## src/rtl/dmem_port_arbiter.sv

```systemverilog
// Two-port arbiter in front of the synchronous data memory.
// Optional burst lock is compiled in when DMEM_ARB_LOCK_EN is defined.
module dmem_port_arbiter #(
  parameter int AW         = 16,
  parameter int DW         = 16,
  parameter int FIXED_PRI  = 0,
  parameter int STARVE_LIM = 4
) (
  input  logic          clk,
  input  logic          reset,
  input  logic          req0,
  input  logic          req1,
  input  logic          we0,
  input  logic          we1,
  input  logic [AW-1:0] addr0,
  input  logic [AW-1:0] addr1,
  input  logic [DW-1:0] wdata0,
  input  logic [DW-1:0] wdata1,
  input  logic          lock0,
  input  logic          lock1,
  output logic          gnt0,
  output logic          gnt1,
  output logic          rvalid0,
  output logic          rvalid1,
  output logic [DW-1:0] rdata0,
  output logic [DW-1:0] rdata1,
  output logic          mem_en,
  output logic          mem_we,
  output logic [AW-1:0] mem_addr,
  output logic [DW-1:0] mem_wdata,
  input  logic [DW-1:0] mem_rdata
);

  localparam int SW = $clog2(STARVE_LIM + 1);

  typedef enum logic [2:0] {
    S_IDLE,
    S_GNT0,
    S_GNT1,
    S_LOCK0,
    S_LOCK1
  } state_t;

  state_t        state;
  logic          rr_last;
  logic [SW-1:0] starve_cnt;
  logic [3:0]    lock_cnt;

  logic p1_v, p1_port;
  logic p2_v, p2_port;

  logic el0, el1;
  logic lk0, lk1;
  logic hold0, hold1;
  logic pick1;
  logic win0, win1;
  logic ld;

  always_comb begin
    lk0   = 1'b0;
    lk1   = 1'b0;
    hold0 = 1'b0;
    hold1 = 1'b0;
`ifdef DMEM_ARB_LOCK_EN
    lk0   = lock0;
    lk1   = lock1;
    hold0 = (state == S_LOCK0) && req0 && lock0
            && (lock_cnt < 4'd8);
    hold1 = (state == S_LOCK1) && req1 && lock1
            && (lock_cnt < 4'd8);
`endif
    el0   = req0 && !gnt0;
    el1   = req1 && !gnt1;
    // pick1 decides a tie between two eligible requests
    pick1 = (FIXED_PRI != 0)
            ? (starve_cnt == SW'(STARVE_LIM))
            : !rr_last;
    win0  = hold0 || (!hold1 && el0 && !(el1 && pick1));
    win1  = hold1 || (!hold0 && el1 && !(el0 && !pick1));
    ld    = win0 ? !we0 : (win1 && !we1);
  end

`ifndef DMEM_ARB_LOCK_EN
  logic unused_lock;
  assign unused_lock = ^{lock0, lock1, state, lock_cnt};
`endif

  always_ff @(posedge clk) begin
    if (!reset) begin
      state      <= S_IDLE;
      rr_last    <= 1'b1;
      starve_cnt <= '0;
      lock_cnt   <= '0;
      gnt0       <= 1'b0;
      gnt1       <= 1'b0;
      mem_en     <= 1'b0;
      mem_we     <= 1'b0;
      mem_addr   <= '0;
      mem_wdata  <= '0;
      p1_v       <= 1'b0;
      p1_port    <= 1'b0;
      p2_v       <= 1'b0;
      p2_port    <= 1'b0;
      rvalid0    <= 1'b0;
      rvalid1    <= 1'b0;
      rdata0     <= '0;
      rdata1     <= '0;
    end else begin
      gnt0   <= win0;
      gnt1   <= win1;
      mem_en <= win0 | win1;
      mem_we <= win0 ? we0 : (win1 & we1);
      if (win0) begin
        mem_addr  <= addr0;
        mem_wdata <= wdata0;
      end else if (win1) begin
        mem_addr  <= addr1;
        mem_wdata <= wdata1;
      end
      if (win0 | win1)
        rr_last <= win1;

      if (win1 || !req1)
        starve_cnt <= '0;
      else if (el1 && starve_cnt != SW'(STARVE_LIM))
        starve_cnt <= starve_cnt + SW'(1);

      unique case (1'b1)
        hold0 | hold1: begin
          lock_cnt <= lock_cnt + 4'd1;
        end
        win0 & ~hold0: begin
          state    <= lk0 ? S_LOCK0 : S_GNT0;
          lock_cnt <= 4'd1;
        end
        win1 & ~hold1: begin
          state    <= lk1 ? S_LOCK1 : S_GNT1;
          lock_cnt <= 4'd1;
        end
        default: begin
          state    <= S_IDLE;
          lock_cnt <= '0;
        end
      endcase

      // load return pipe: grant edge, memory sample edge, capture edge
      p1_v    <= ld;
      p1_port <= win1;
      p2_v    <= p1_v;
      p2_port <= p1_port;
      rvalid0 <= p2_v & ~p2_port;
      rvalid1 <= p2_v & p2_port;
      if (p2_v & ~p2_port)
        rdata0 <= mem_rdata;
      if (p2_v & p2_port)
        rdata1 <= mem_rdata;
    end
  end

endmodule

```

## config.mk

```make
export PLATFORM = sky130hd
export DESIGN_NAME = dmem_port_arbiter
export DESIGN_NICKNAME = d
export VERILOG_FILES = /design/src/rtl/dmem_port_arbiter.sv
export SDC_FILE = /design/constraint.sdc
export NUM_CORES = 1
export LEC_CHECK = 0
export CAP_MARGIN = 10
export CORE_AREA = 2 2 99 101
export DETAILED_ROUTE_END_ITERATION = 7
export DIE_AREA = 0 0 101 103
export PLACE_DENSITY_LB_ADDON = 0.1
export SLEW_MARGIN = 20
export SYNTH_ARGS = -nofsm -noshare
export SYNTH_HDL_FRONTEND = slang
export SYNTH_SLANG_ARGS = --single-unit
```

## constraint.sdc

```tcl
create_clock -name clk -period 1.39 [get_ports clk]
set_input_delay 0.278 -clock clk [delete_from_list [all_inputs] [get_ports clk]]
set_output_delay 0.278 -clock clk [all_outputs]
set_load 0.02 [all_outputs]
```

## After elaboration in Yosys (flattened, before gate mapping)

Cells that the tools add are included.

| word-level totals | value |
|---|---|
| bits in read-only memories | 0 |
| logic and storage cells | 40 |
| output and inout bits | 70 |
| bits in writable memories | 0 |
| memories | 0 |
| bits of input ports | 88 |
| register bits | 74 |
| bits in latches | 0 |

| cells by class | value |
|---|---|
| multipliers | 0 |
| $lt $le $gt $ge | 0 |
| equality and inequality tests | 0 |
| bitwise gates (word level) | 5 |
| mux-type cells | 6 |
| add/sub/neg operators | 0 |
| div/mod/pow operators | 0 |
| shift-type cells | 0 |
| reductions and logical operators | 15 |

Operators by type and width:

| cell | count |
|---|---|
| $mux 16 | 4 |
| $logic_and 1x1->1 | 7 |
| $logic_not 1->1 | 7 |
| $and 1x1->1 | 3 |
| $mux 1 | 2 |
| $reduce_bool 2->1 | 1 |
| $not 1->1 | 1 |
| $or 1x1->1 | 1 |

## Logic depth before layout (Yosys ltp)

Gate-level depths: netlist (run 1).

| logic depth | value |
|---|---|
| word-level depth | 7 |
| depth in mapped cells | 6 |
| depth with buffers taken out | 3 |

## Worst setup path after synthesis (run 1)

OpenSTA, ideal clock, no wires.

| timing path | value |
|---|---|
| kind | reg2reg |
| start point | register gnt1 |
| end point | register mem_wdata[0] |
| library setup time | 80 ps |
| data required time | 1310 ps |
| path slack | -116 ps |
| buffers on the path | 3 |
| clock period less this slack | 1506 ps |
| arrival time | 1426 ps |
| stages on the path, launching flop included | 7 |
| cells stage by stage | dfxtp_1 or3b_1 buf_6 and2_4 buf_6 buf_12 o221ai_2 |

| between the ends | value |
|---|---|
| cells in the longest elaborated chain, start to end | 6 |
| elaborated cells on any way between the ends | 8 |
| those cells by class | 1 x mux; 7 x reduce/logical |

Ends and longest elaborated chain:

| what | line | source |
|---|---|---|
| from (decl) | 22 | `output logic gnt1,` |
| from (signal assigned) | 110 | `gnt1 <= win1;` |
| $logic_not 1->1 * | 73 | `el1 = req1 && !gnt1;` |
| $logic_and 1x1->1 * | 73 |  |
| $logic_and 1x1->1 | 78 | `win0 = hold0 \|\| (!hold1 && el0 && !(el1 && pick1));` |
| $logic_not 1->1 | 78 |  |
| $logic_and 1x1->1 | 78 |  |
| $mux 16 / $reduce_bool 2->1 (equally long branches) | -- |  |
| to (signal assigned) | 115 | `mem_wdata <= wdata0;` |
| to (signal assigned) | 118 | `mem_wdata <= wdata1;` |
| to (decl) | 30 | `output logic [DW-1:0] mem_wdata,` |

Mark *: on every way between the ends. The rest lies on a longest branch, timed or not.
A chain may end at the register's enable or synchronous reset.

## Worst setup path in the final report (run 1)

| timing path | value |
|---|---|
| start point | input req0 |
| end point | register mem_addr[15] |

| between the ends | value |
|---|---|
| cells in the longest elaborated chain, start to end | 5 |
| elaborated cells on any way between the ends | 7 |
| those cells by class | 1 x mux; 6 x reduce/logical |

Ends and longest elaborated chain:

| what | line | source |
|---|---|---|
| from (decl) | 11 | `input logic req0,` |
| $logic_and 1x1->1 * | 72 | `el0 = req0 && !gnt0;` |
| $logic_and 1x1->1 | 79 | `win1 = hold1 \|\| (!hold0 && el1 && !(el0 && !pick1));` |
| $logic_not 1->1 | 79 |  |
| $logic_and 1x1->1 | 79 |  |
| $reduce_bool 2->1 (no source line) | -- |  |
| to (signal assigned) | 114 | `mem_addr <= addr0;` |
| to (signal assigned) | 117 | `mem_addr <= addr1;` |
| to (decl) | 29 | `output logic [AW-1:0] mem_addr,` |

Marks and branches as above.

==> results of run 1 <==
[flip-flops by register name (all words and copies together) (netlist names)]
| signal | count |
|---|---|
| rdata0 | 16 |
| p2_port | 1 |
| p1_v | 1 |
| rvalid1 | 1 |
| rr_last | 1 |
| gnt1 | 1 |
| mem_addr | 16 |
| p2_v | 1 |
| rdata1 | 16 |
| gnt0 | 1 |
| mem_wdata | 16 |
| mem_we | 1 |
| rvalid0 | 1 |
| mem_en | 1 |
[power groups by stage]
stage	sequential, mW	clock (mW)	combinational [mW]
floorplan	2.51	0	0.470
global placement	2.37	0	1.20
detailed placement	2.37	0	1.21
CTS	2.32	1.92	1.14
global route	2.33	2.01	1.26
finish	2.32	1.87	1.17
[cell families (layout without fill, tap and decap cells)]
family,after synthesis,count (layout),synth area share [%]
DFF,74,74,43.7
buffers and inverters,74,228,10.2
and+or+nand+nor,119,121,17.3
AOI/OAI and AO/OA,100,100,28.8
[cell type report]
type                    instances  share of cell area, %
repair buffers                180                   32.8
multi-input cells             221                   30.1
flip-flops and latches         74                   27.9
well taps                     114                   2.68
clock buffers                   9                   2.33
inverters                      32                   2.26
clock inverters                 7                   1.91
[metrics by stage]
step,util (%),std cells,area [um^2],power [mW]
3_3_place_gp,53.8,617,5090,3.57
2_1_floorplan,-,367,3390,2.98
6_report,56.2,637,5320,5.36
5_1_grt,56.2,637,5320,5.61
4_1_cts,55.4,634,5250,5.38
3_5_place_dp,53.8,617,5090,3.58
[how the worst min path moves through the flow]
stage | from | to | slack [ns] | cells after the start
2_1_floorplan | p1_v | p2_v | 0.41 | 1
3_3_place_gp | p1_v | p2_v | 0.42 | 1
3_5_place_dp | p1_v | p2_v | 0.42 | 1
4_1_cts | reset | rr_last | 0.38 | 3
5_1_grt | reset | rr_last | 0.42 | 3
6_report | reset | rr_last | 0.40 | 3
[critical path, delay by kind of cell]
kind / cells / cell delay, ns
simple gates: 1 / 0.19
compound gates: 2 / 0.29
buf+inv: 3 / 0.85
[layout by cell type, fill, tap and decap left out, drive strengths merged]
master,netlist,routed
clkdlybuf4s50,0,83
dfxtp,74,74
dlygate4sd2,0,67
nand2,66,66
a21boi,35,35
inv,32,33
o211ai,32,32
nand4,32,32
o221ai,32,32
buf,13,24
clkbuf,29,11
and2,5,7
nand2b,3,3
nand3b,3,3
and3,3,3
nor2b,3,3
nand3,3,3
clkdlybuf4s15,0,3
bufinv,0,2
clkinv,0,2
clkinvlp,0,2
or3b,1,1
o21ai,1,1
dlymetal6s2s,0,1
[timing repair]
| action | in CTS | in global routing |
|---|---|---|
| resized for setup | 75 | 10 |
| cloned | 1 | 3 |
| hold buffers | 0 | 0 |
| setup endpoints to repair | 102 | 31 |
| pin swaps | 0 | 1 |
| endpoints found under the hold margin | 0 | 0 |
[metal layers]
layer,up-vias,part of all wire (%),GRT usage [%]
li1,1618,-,-
met1,1539,46,23.9
met2,99,47,28.8
met3,15,5.9,4.47
met4,0,1.6,8.11
met5,-,0,0
==> results.json, run 1 <==
{
  "reg2regPathDepth": 4,
  "timing.rr.start": "gnt1",
  "peakVddDrop_mv": 0.474,
  "htreeDepth": 3,
  "synthTopCellsByCount": "dfxtp_1, nand2_1, inv_1, nand4_1, o211ai_1",
  "clock_sink_count": 74,
  "n_antenna_cell": 0,
  "post_cts_buffers": 0,
  "drc": 0,
  "hold_ws_ns": 0.396,
  "drt_wl_total_mm": 10.1,
  "die_x_um": 101,
  "synthDistinctLibCells": 23,
  "dieArea_um2": 10400,
  "grt_pass1_wl_mm": 15.0,
  "detail_route.wl_per_cell_um": 15.8,
  "hold_viol_final": 0,
  "multi_input_area_um2": 1600,
  "seqPwrFrac_pct": 43.2,
  "ant_nets": 0,
  "fin_ws_ns": 0.0396,
  "cts_tree": "done",
  "core_um2": 9460,
  "ctsRootBufferMaster": "clkbuf_8",
  "dieHeight_um": 103,
  "r2r_end": "mem_wdata[1]",
  "start_util_pct": 35.8,
  "critPathLaunchType": "input pin",
  "vias": 3271,
  "finalMaxSlewViolations": 0,
  "crit_fanout": 28,
  "nFillCells": 907,
  "synth_top_area_cell": "dfxtp_1",
  "io_pins": 158,
  "grt_usage_pct": 18.3,
  "antenna_found_initial": 0,
  "relSlewSlack_pct": 78.4,
  "syn_avg_cell_area_um2": 9.23,
  "fmax_ghz": 0.740,
  "synth-seq-area-share_pct": 43.7,
  "power_density_nw_per_um2": 1010,
  "p_int_mw": 3.84,
  "grt_max_degree": 57,
  "overflow": 0,
  "synth_area_um2": 3390,
  "via_per_inst": 5.14,
  "critical_path_arrival_ns": 1.61,
  "rsz0062_at_grt": "yes",
  "synth.most_common_cell": "dfxtp_1",
  "cts_buffers": 9,
  "synth_area_leaders": "dfxtp_1, o221ai_2, nand2_1",
  "min_period_ns": 1.35,
  "crit_end": "mem_addr[15]",
  "num_rows": 36,
  "max_cap_viol_count": 0,
  "switchingPower_mw": 1.51,
  "yosys_register_bits": 74,
  "seq_area_um2": 1480,
  "synthCells": 367,
  "outcome": "finished clean",
  "cts_buffer_depth": 2,
  "hpwlAfterDp_mm": 6.67,
  "skew_ns": 0.00995,
  "grt_pass1_vias": 3047,
  "clk_latency_ns": 0.35,
  "p_sw_share_pct": 28.3,
  "hold_class": "input pin to flip-flop",
  "syn_to_final_growth_pct": 56.9,
  "critical_path_class": "input pin to flip-flop",
  "ys_warn_count": 0,
  "crit_required_ns": 1.65,
  "portBuffers": 155,
  "syn-num-nets": 455,
  "synthArstFlopShare_pct": 0,
  "finalCritPeriodShare_pct": 97.2,
  "synth_top_area_share_pct": 43.7,
  "drtIter0Drc": 91,
  "clock_power_share_pct": 34.9,
  "leakagePower_nw": 2.16,
  "nets": 606,
  "synth_edf_count": 0,
  "combPwrFrac_pct": 21.9,
  "ff2ff_setup_slack_ns": 0.08,
  "routabilityCongestion": 0.779,
  "setup_tns_ns": 0,
  "crit_slowest_cell": "clkdlybuf4s50_1",
  "pre_cts_ws_ns": -0.489,
  "max_stage_delay_ns": 0.49,
  "crit_path_end_kind": "flip-flop",
  "drive_gt1_share_pct": 15.5,
  "crit_start": "req0",
  "synth_top_flop_cell": "dfxtp_1",
  "clk_transition_reported_paths_ns": 0.08,
  "setup_viol": 0,
  "cp_cell_sequence": "clkdlybuf4s50_1 -> nor2b_4 -> buf_4 -> buf_16 -> o211ai_1 -> o221ai_1",
  "drtPass1Iterations": 4,
  "worst_pin_slew_ns": 0.324
}
Note: power is estimated with default switching activity, not from simulation.
==> run 2: changes to the inputs <==
CORE_AREA = 2 2 94 96   (was 2 2 99 101)
DIE_AREA = 0 0 96 98   (was 0 0 101 103)
clock period = 1.5 ns   (was 1.39 ns; I/O delays follow)
==> run 2 against run 1 <==
  * Critical path depth fell by 5
  * Total power fell by 11%
  * Combinational power fell by 10%
  * Non-clock buffer count fell by 7
  * Sequential cell count did not move
  * Count of clock-buffer cells in the layout rose by 2
  * Largest power group unchanged
  * Setup slack improved by 0.036 ns
  * Register-to-register slack improved by 0.10 ns
  * Wire length fell by 7.1%
  * Clock skew fell by 0.0018 ns
  * Sequential power fell by 8%
  * Critical path type is now flip-flop to output port
==> results.json, run 2 (synthesis results as in run 1) <==
{
  "outcome": "finished clean",
  "use_met1_pct": 24.1,
  "start_util_pct": 40.0,
  "seq_area_um2": 1480,
  "power_density_nw_per_um2": 919,
  "leakagePower_nw": 2.10,
  "finalCritPeriodShare_pct": 94.9,
  "crit_path_end_kind": "output port",
  "cpLargestDelayFamily": "flip-flops",
  "critPathLaunchType": "flip-flop",
  "cts_buffers": 9,
  "num_rows": 34,
  "io_pins": 158,
  "drtIter0Drc": 107,
  "hold_class": "input pin to flip-flop",
  "via_per_inst": 5.14,
  "nFillCells": 774,
  "critical_path_class": "flip-flop to output port",
  "ctsRootBufferMaster": "clkbuf_8",
  "relSlewSlack_pct": 61.3,
  "setup_viol": 0,
  "p_sw_share_pct": 28.3,
  "seqPwrFrac_pct": 44.9,
  "routabilityCongestion": 0.730,
  "max_cap_viol_count": 0,
  "switchingPower_mw": 1.35,
  "overflow": 0,
  "drt_wl_total_mm": 9.34,
  "crit_required_ns": 1.20,
  "syn_to_final_growth_pct": 53.4,
  "detail_route.wl_per_cell_um": 15.0,
  "dieHeight_um": 98,
  "rsz0062_at_grt": "no",
  "crit_fanout": 4,
  "hold_viol_final": 0,
  "fin_ws_ns": 0.0759,
  "grt_util_met2_pct": 31.8,
  "critical_path_arrival_ns": 1.12,
  "antenna_found_initial": 0,
  "nets": 599,
  "cts_tree": "done",
  "max_stage_delay_ns": 0.40,
  "combPwrFrac_pct": 21.9,
  "htreeDepth": 3,
  "grt_pass1_wl_mm": 14.6,
  "final_cell_mix": "clkdlybuf4s50_1, dfxtp_1, dlygate4sd2_1",
  "path_buf_inv": 1,
  "n_antenna_cell": 0,
  "fmax_ghz": 0.702,
  "clk_transition_reported_paths_ns": 0.08,
  "ant_nets": 0,
  "min_period_ns": 1.42,
  "finalMaxSlewViolations": 0,
  "p_int_mw": 3.42,
  "grt-busiest-layer": "met2",
  "cp_cell_sequence": "dlygate4sd2_1",
  "cts_buffer_depth": 2,
  "core_um2": 8470,
  "clock_power_share_pct": 33.2,
  "grt_use_met3_pct": 5.94,
  "peakVddDrop_mv": 0.473,
  "grt_max_degree": 49,
  "setup_tns_ns": 0,
  "clk_latency_ns": 0.34,
  "crit_slowest_cell": "dfxtp_1",
  "clock_sink_count": 74,
  "worst_pin_slew_ns": 0.578,
  "dieArea_um2": 9410,
  "drc": 0,
  "layout_commonest_cell": "clkdlybuf4s50_1",
  "die_x_um": 96,
  "portBuffers": 155,
  "drtPass1Iterations": 4,
  "skew_ns": 0.00818,
  "grt_pass1_vias": 3029,
  "vias": 3210,
  "hpwlAfterDp_mm": 6.55,
  "multi_input_area_um2": 1590,
  "grt_usage_pct": 19.7,
  "pre_cts_ws_ns": -0.383,
  "drive_gt1_share_pct": 14.0
}
==> run 2: cell types whose count changed in the layout (fill, tap and decap cells not counted), sizes merged <==
cell / change
inv: +1
buf: -5
clkdlybuf4s50: +1
bufinv: -1
clkinvlp: -2
clkdlybuf4s15: -3
dlymetal6s2s: -1
dlygate4sd2: +3
==> run 2: metrics by stage <==
step	power, mW	cells	hold slack [ns]	util, %	cell area (um^2)
floorplan	2.76	367	0.412	-	3390
global placement	3.30	606	0.421	59.7	5060
detailed placement	3.31	606	0.434	59.7	5060
CTS	4.83	622	0.406	61.1	5170
global route	5.00	624	0.438	61.4	5190
finish	4.78	624	0.414	61.4	5190
==> run 2: power by group through the flow <==
stage / sequential [mW] / combinational (mW) / clock, mW
2_1_floorplan: 2.33 / 0.436 / 0
3_3_place_gp: 2.19 / 1.11 / 0
3_5_place_dp: 2.19 / 1.12 / 0
4_1_cts: 2.15 / 1.04 / 1.64
5_1_grt: 2.16 / 1.13 / 1.71
6_report: 2.14 / 1.05 / 1.59
==> run 2: repair_timing <==
action / 4_1_cts / 5_1_grt
pin swaps: 1 / 1
setup buffers: 0 / 0
endpoints found under the hold margin: 0 / 0
cloned: 0 / 2
setup endpoints to repair: 71 / 32
resized for setup: 70 / 3
hold buffers: 0 / 0
==> run 2: area by class of cell <==
cell class / instances / area share [%]
Clock buffer: 11 / 2.72
Clock inverter: 5 / 1.18
Sequential cell: 74 / 28.5
Tap cell: 108 / 2.60
Inverter: 32 / 2.31
Timing Repair Buffer: 173 / 32.0
Multi-Input combinational cell: 221 / 30.7
==> run 2: path summary, 6_finish.rpt <==
kind | from | to | slack [ns] | depth (start not counted)
hold / removal | reset | rr_last | 0.41 | 3
setup reg to reg | rr_last | mem_wdata[15] | 0.18 | 3
hold reg to reg | p1_v | p2_v | 0.44 | 1
setup / recovery | gnt0 | gnt0 | 0.08 | 1
==> run 2: per-layer routing <==
layer  up-vias  share of wire [%]
met3        13                8.1
met2       110                 48
met1      1476                 42
met5         -                  0
met4         0                2.0
li1       1611                  -
